### src/rtl/mio_rst_seq.sv
// Reset sequencer: synchronises reset_n, holds for a settle time, then releases
// NUM_DOMAINS active-low resets in index order and flags completion.
//
// state   | meaning
// RESET   | reset_n asserted, everything held in reset
// SYNC    | waiting for the deassertion synchroniser to read 1
// HOLD    | settle time of HOLD_CYCLES before the first release
// RELEASE | releasing one domain every STAGE_GAP cycles
// DONE    | all domains released; sw_rst_req re-runs from HOLD
module mio_rst_seq #(
  parameter int SYNC_STAGES = 2,
  parameter int HOLD_CYCLES = 16,
  parameter int NUM_DOMAINS = 3,
  parameter int STAGE_GAP   = 4
) (
  input  logic                   clk,
  input  logic                   reset_n,
  input  logic                   sw_rst_req,
  output logic [NUM_DOMAINS-1:0] rst_n_o,
  output logic                   rst_done,
  output logic [2:0]             state_o
);

  localparam int MAX_CNT = (HOLD_CYCLES > STAGE_GAP) ? HOLD_CYCLES : STAGE_GAP;
  localparam int CW      = $clog2(MAX_CNT + 1);
  localparam logic [CW-1:0] HOLD_LD = CW'(HOLD_CYCLES - 1);
  localparam logic [CW-1:0] GAP_LD  = CW'(STAGE_GAP - 1);
  localparam logic [NUM_DOMAINS-1:0] ONE_DOM = NUM_DOMAINS'(1);

  typedef enum logic [2:0] {
    ST_RESET   = 3'd0,
    ST_SYNC    = 3'd1,
    ST_HOLD    = 3'd2,
    ST_RELEASE = 3'd3,
    ST_DONE    = 3'd4
  } state_t;

  state_t                 state, state_nx;
  logic [CW-1:0]          cnt, cnt_nx;
  logic [NUM_DOMAINS-1:0] rst_nx;
  logic                   done_nx;
  logic [SYNC_STAGES-1:0] sync;

  always_ff @(posedge clk or negedge reset_n) begin
    if (!reset_n) begin
      sync <= '0;
    end else begin
      sync <= (sync << 1) | SYNC_STAGES'(1);
    end
  end

  always_ff @(posedge clk or negedge reset_n) begin
    if (!reset_n) begin
      state    <= ST_RESET;
      cnt      <= '0;
      rst_n_o  <= '0;
      rst_done <= 1'b0;
    end else begin
      state    <= state_nx;
      cnt      <= cnt_nx;
      rst_n_o  <= rst_nx;
      rst_done <= done_nx;
    end
  end

  // rst_n_o doubles as a thermometer index: the next domain is the lowest 0 bit.
  // After the last release the counter is loaded with 0 so DONE follows one edge later.
  always_comb begin
    state_nx = state;
    cnt_nx   = cnt;
    rst_nx   = rst_n_o;
    done_nx  = rst_done;
    case (state)
      ST_RESET: begin
        state_nx = ST_SYNC;
        cnt_nx   = '0;
      end
      ST_SYNC: begin
        if (sync[SYNC_STAGES-1]) begin
          state_nx = ST_HOLD;
          cnt_nx   = HOLD_LD;
        end
      end
      ST_HOLD: begin
        if (cnt == '0) begin
          state_nx = ST_RELEASE;
          rst_nx   = (rst_n_o << 1) | ONE_DOM;
          cnt_nx   = (&rst_nx) ? '0 : GAP_LD;
        end else begin
          cnt_nx = cnt - CW'(1);
        end
      end
      ST_RELEASE: begin
        if (cnt == '0) begin
          if (&rst_n_o) begin
            state_nx = ST_DONE;
            done_nx  = 1'b1;
            cnt_nx   = '0;
          end else begin
            rst_nx = (rst_n_o << 1) | ONE_DOM;
            cnt_nx = (&rst_nx) ? '0 : GAP_LD;
          end
        end else begin
          cnt_nx = cnt - CW'(1);
        end
      end
      ST_DONE: begin
        if (sw_rst_req) begin
          state_nx = ST_HOLD;
          cnt_nx   = HOLD_LD;
          rst_nx   = '0;
          done_nx  = 1'b0;
        end
      end
      default: begin
        state_nx = ST_RESET;
        cnt_nx   = '0;
        rst_nx   = '0;
        done_nx  = 1'b0;
      end
    endcase
  end

  assign state_o = state;

endmodule
### config.mk
export PLATFORM = sky130hd
export DESIGN_NAME = mio_rst_seq
export DESIGN_NICKNAME = d
export VERILOG_FILES = /design/src/rtl/mio_rst_seq.sv
export SDC_FILE = /design/constraint.sdc
export NUM_CORES = 1
export LEC_CHECK = 0
export ABC_AREA = 1
export CORE_MARGIN = 8
export CORE_UTILIZATION = 60
export CTS_CLUSTER_DIAMETER = 200
export DETAILED_ROUTE_END_ITERATION = 8
export DONT_BUFFER_PORTS = 1
export GPL_ROUTABILITY_DRIVEN = 0
export GPL_TIMING_DRIVEN = 0
export HOLD_SLACK_MARGIN = 0.02
export PLACE_DENSITY = 0.83
export SLEW_MARGIN = 20
export SYNTH_ARGS = -nofsm -noshare
export SYNTH_HDL_FRONTEND = slang
export SYNTH_SLANG_ARGS = --single-unit
### constraint.sdc
create_clock -name clk -period 1.68 [get_ports clk]
set_clock_uncertainty 0.05 [all_clocks]
set_input_delay 0.168 -clock clk [delete_from_list [all_inputs] [get_ports clk]]
set_output_delay 0.168 -clock clk [all_outputs]
set_load 0.01 [all_outputs]
# Yosys cells after proc, flatten, opt, wreduce, memory -nomap -nowiden
# Cells that the tools add are included.
[totals] regBits=14 input_bits=3 elab_cells=50
[op_classes] add_sub_neg=1 n_eq_ne=10 muxes=22 bitwise_logic=2 n_reduce_logical=10
[op_table] op="$mux 3" count=9
[op_table] op="$mux 5" count=4
[op_table] op="$pmux 5 s4" count=1
[op_table] op="$pmux 3 s5" count=1
[op_table] op="$ne 2x2->1 const B" count=6
[op_table] op="$pmux 3 s4" count=1
[op_table] op="$reduce_and 5->1" count=2
[op_table] op="$eq 3x2->1 const B" count=2
[op_table] op="$logic_not 5->1" count=1
[op_table] op="$sub 5x1->5 const B" count=1
[op_table] op="$mux 2" count=2
[op_table] op="$reduce_and 2->1" count=2
[op_table] op="$reduce_and 4->1" count=1
[op_table] op="$eq 3x1->1 const B" count=1
[op_table] op="$eq 3x3->1 const B" count=1
[op_table] op="$logic_not 3->1" count=1
[op_table] op="$mux 1" count=3
[op_table] op="$pmux 1 s3" count=1
[op_table] op="$reduce_and 3->1" count=1
[op_table] op="$reduce_or 3->1" count=1
[op_table] op="$not 1->1" count=2
[op_table] op="$reduce_or 2->1" count=1

# Depth between registers and ports, before layout
[depth] ltp_word=5 ltp_mapped=9 depth_no_buf=9

# Worst setup path before layout
# OpenSTA, ideal clock, no wires.
[synth_path] path_kind="flip-flop to flip-flop" start="register cnt[0]" end="register rst_n_o[0]" t_arrival_ns=1.203 required_ns=1.513 slack_ns=0.310 stages_incl_launch_ff=10 path_buffers=0 synth_period_minus_slack_ns=1.370 path_cell_list="dfrtp_1 inv_1 ha_1 nand3_2 nand2_1 inv_1 nor2_4 nand2_2 nand2_1 nand2_1"
[synth_between] elab_chain_cells=3
[synth_rtl] item="start, declared" line="39" text="logic [CW-1:0] cnt, cnt_nx;"
[synth_rtl] item="start signal, assigned" line="60" text="cnt <= cnt_nx;"
[synth_rtl] item="$logic_not 5->1 (*)" line="85, 94"
[synth_rtl] item="$ne 2x2->1 (no line)"
[synth_rtl] item="$reduce_and 5->1 (no line) (*)"
[synth_rtl] item="end signal, assigned" line="61" text="rst_n_o <= rst_nx;"
[synth_rtl] item="end, declared" line="19" text="output logic [NUM_DOMAINS-1:0] rst_n_o,"
# Every way passes the cells marked *; elsewhere a longest branch is shown, timed or not.
# A chain may end at the register's enable or synchronous reset.

# Worst setup path in the final report
# Same ends and word-level chain as after synthesis.

==> impl_metrics.py <==
metrics = {
    "die": {
        "rows": 14,
        "die_area_um2": 2944,
        "initial_core_util_pct": 61.15,
        "fp.dieW_um": 54.26,
        "core_area_um2": 1436,
        "ios": 10,
        "die_y_um": 54.26,
    },
    "final_layout": {
        "final_common_cell": "nand2_1",
        "drive_gt1_share_pct": 17.32,
        "nets": 132,
        "antenna_cells": 0,
        "area_growth_pct": 8.405,
        "fin_util_pct": 66.29,
        "nFillCells": 123,
        "layout_common_cells": "nand2_1, inv_1, dfrtp_1",
    },
    "clock_network": {
        "clk_latency_ns": 0.28,
        "postCtsSetupBuffers": 0,
        "htreeDepth": 1,
        "cts.sinks": 14,
        "cts_tree": "done",
        "clock-root-buffer": "clkbuf_4",
        "clockBufferDepth": 2,
        "cts-buffers-inserted": 3,
        "clk_pin_slew_ns": 0.09,
    },
    "pwr": {
        "power_density_nw_per_um2": 2207,
        "vdd_drop_max_uv": 1399,
        "leakage_nw": 0.5135,
    },
    "worst_setup_path": {
        "path_max_fanout": 7,
        "startpoint_type": "register",
        "worstPathRequired_ns": 1.80,
        "cpPeakStageDelay_ns": 0.38,
        "r2r_cells": 9,
        "crit_cells": 9,
        "path_delay_family": "simple AND/OR/NAND/NOR gates",
        "critPathSlowestCell": "dfrtp_1",
        "endpoint_kind": "register",
        "path_common_cell": "nand2_1",
        "arrival_ns": 1.64,
        "path_buf_inv": 2,
        "crit_type": "register to register",
        "worstPathCellList": "inv_1, ha_1, nand3_4, nand2_1, inv_1, nor2_4, nand2_2, nand2_1, nand2_1",
    },
    "detailed_routing": {
        "dr.pass1.iters": 4,
        "avgRoutedWirePerCell_um": 12.20,
        "first_iter_violations": 11,
        "totalWireLength_mm": 1.744,
        "via_per_inst": 5.266,
        "vias": 753,
        "drtAntennaViolNets": 0,
        "drc_errors": 0,
    },
    "timing": {
        "fin_crit_sh_pct": 90.28,
        "worstMarginPinSlew_ns": 0.6420,
        "report.final.setup_viol": 0,
        "max_slew_margin_pct": 57.06,
        "post-route-min-period_ns": 1.517,
        "finalMaxSlewViolations": 0,
        "rsz0062_at_grt": "false",
        "clock.fmax_mhz": 659.3,
        "finalSetupTns_ns": 0,
        "hold_violations": 0,
    },
    "place": {
        "port_buffers": 0,
        "dp.final_hpwl_mm": 1.280,
    },
    "yosys": {
        "seq_area_frac_synth_pct": 39.89,
        "syn_area_um2": 878.3,
        "ys_warn_count": 0,
        "synth_seq_cells": 14,
        "syn-num-nets": 126,
        "syn_inst": 122,
        "synth.distinct_cells": 20,
        "avgSynthCellArea_um2": 7.200,
    },
    "global_route": {
        "grt_pass1_wl_mm": 3.015,
        "grt_pass1_vias": 730,
        "antenna_found_initial": 0,
        "grt_start_max_net_pins": 15,
        "grt.total_usage_pct": 13.87,
        "grt_overflow": 0,
    },
    "min_path": {
        "hold_path_class": "input port to register",
        "whs_path_depth": 3,
    },
    "run": {
        "timing.max_cap.violations": 0,
    },
    "status": {
        "outcome": "complete, no violations",
    },
}
[tightest hold or removal path, cell delays in order]
cell and delay [ns]:
inv_1 0.04, nand4_4 0.14, nand2_1 0.06
[layout make-up]
class	count	area, µm²	area share (%)
multi-input cells	88	460.4	48.36
flip-flops and latches	14	350.3	36.79
inverters	20	75.07	7.884
clock buffers	4	36.28	3.811
well taps	16	20.02	2.102
repair buffers	1	10.01	1.051
[stage by stage]
stage                     total power [mW]  std cells  setup slack [ns]  cell area [µm²]  hold slack, ns
after floorplan                      1.614        122            0.3102            878.3         -0.1776
after global placement               1.775        138            0.1738            898.4         -0.1773
after detailed placement             1.831        138            0.1546            898.4         -0.1772
after CTS                            2.093        143            0.1294            944.7          0.1082
after global routing                 2.308        143           0.01498            952.2          0.1245
final                                2.101        143            0.1633            952.2          0.1142
[logic make-up after synthesis]
family / count (synthesis) / share of synthesized area [%]
and+or+nand+nor: 79 / 44.87
buffers and inverters: 20 / 8.547
DFF: 14 / 39.89
AOI/OAI and AO/OA: 7 / 4.842
adders and majority gates: 1 / 1.424
other: 1 / 0.4269
[final timing paths]
kind	to	start	slack [ns]
hold / removal	state_o[2]	sw_rst_req	0.11
min in group asynchronous	state_o[1]	reset_n	0.29
hold reg to reg	sync[1]	sync[0]	0.31
setup reg to reg	rst_n_o[0]	cnt[0]	0.16
setup / recovery	rst_n_o[0]	cnt[0]	0.16
max in group asynchronous	cnt[2]	reset_n	0.87
[synthesized netlist by cell type]
library cell	number	area (µm²)
inv_1	17	63.81
nor2_4	3	33.78
nand3_2	3	30.03
nand4_1	4	25.02
nand2_2	4	25.02
nand4_4	1	21.27
o21ai_0	1	5.000
dfrtp_1	14	350.3
conb_1	1	3.750
nor2_2	2	12.51
nand2_1	44	165.2
o21ai_2	1	8.760
a21oi_1	1	5.000
nand3b_1	1	7.510
nand3_1	8	40.04
o21ai_1	3	15.01
inv_2	3	11.26
a21oi_2	1	8.760
nor2_1	9	33.78
ha_1	1	12.51
[power breakdown]
group / switching, mW / leakage (nW) / internal, mW / total, mW
clock network: 0.110 / 0.0210 / 0.132 / 0.242
logic: 0.781 / 0.313 / 0.423 / 1.20
registers: 0.194 / 0.179 / 0.462 / 0.656
total: 1.08 / 0.514 / 1.02 / 2.10
[state kept, by name (all words and copies together) (netlist names)]
signal and cells:
sync 2, state_o 3, rst_n_o 3, cnt 5
rst_done 1
[per-layer routing]
metal,track usage (%),up-vias,share of wire (%)
met2,23.47,9,50
li1,-,392,-
met4,6.967,0,1.9
met3,3.261,5,2.6
met5,0,-,0
met1,15.97,347,46
[repair_timing]
action / in CTS / in global routing
hold buffers: 1 / 0
endpoints found under the hold margin: 14 / 0
endpoints found under the setup margin: 0 / 3
gates resized for setup: 0 / 1
(Power assumes the default switching activity.)
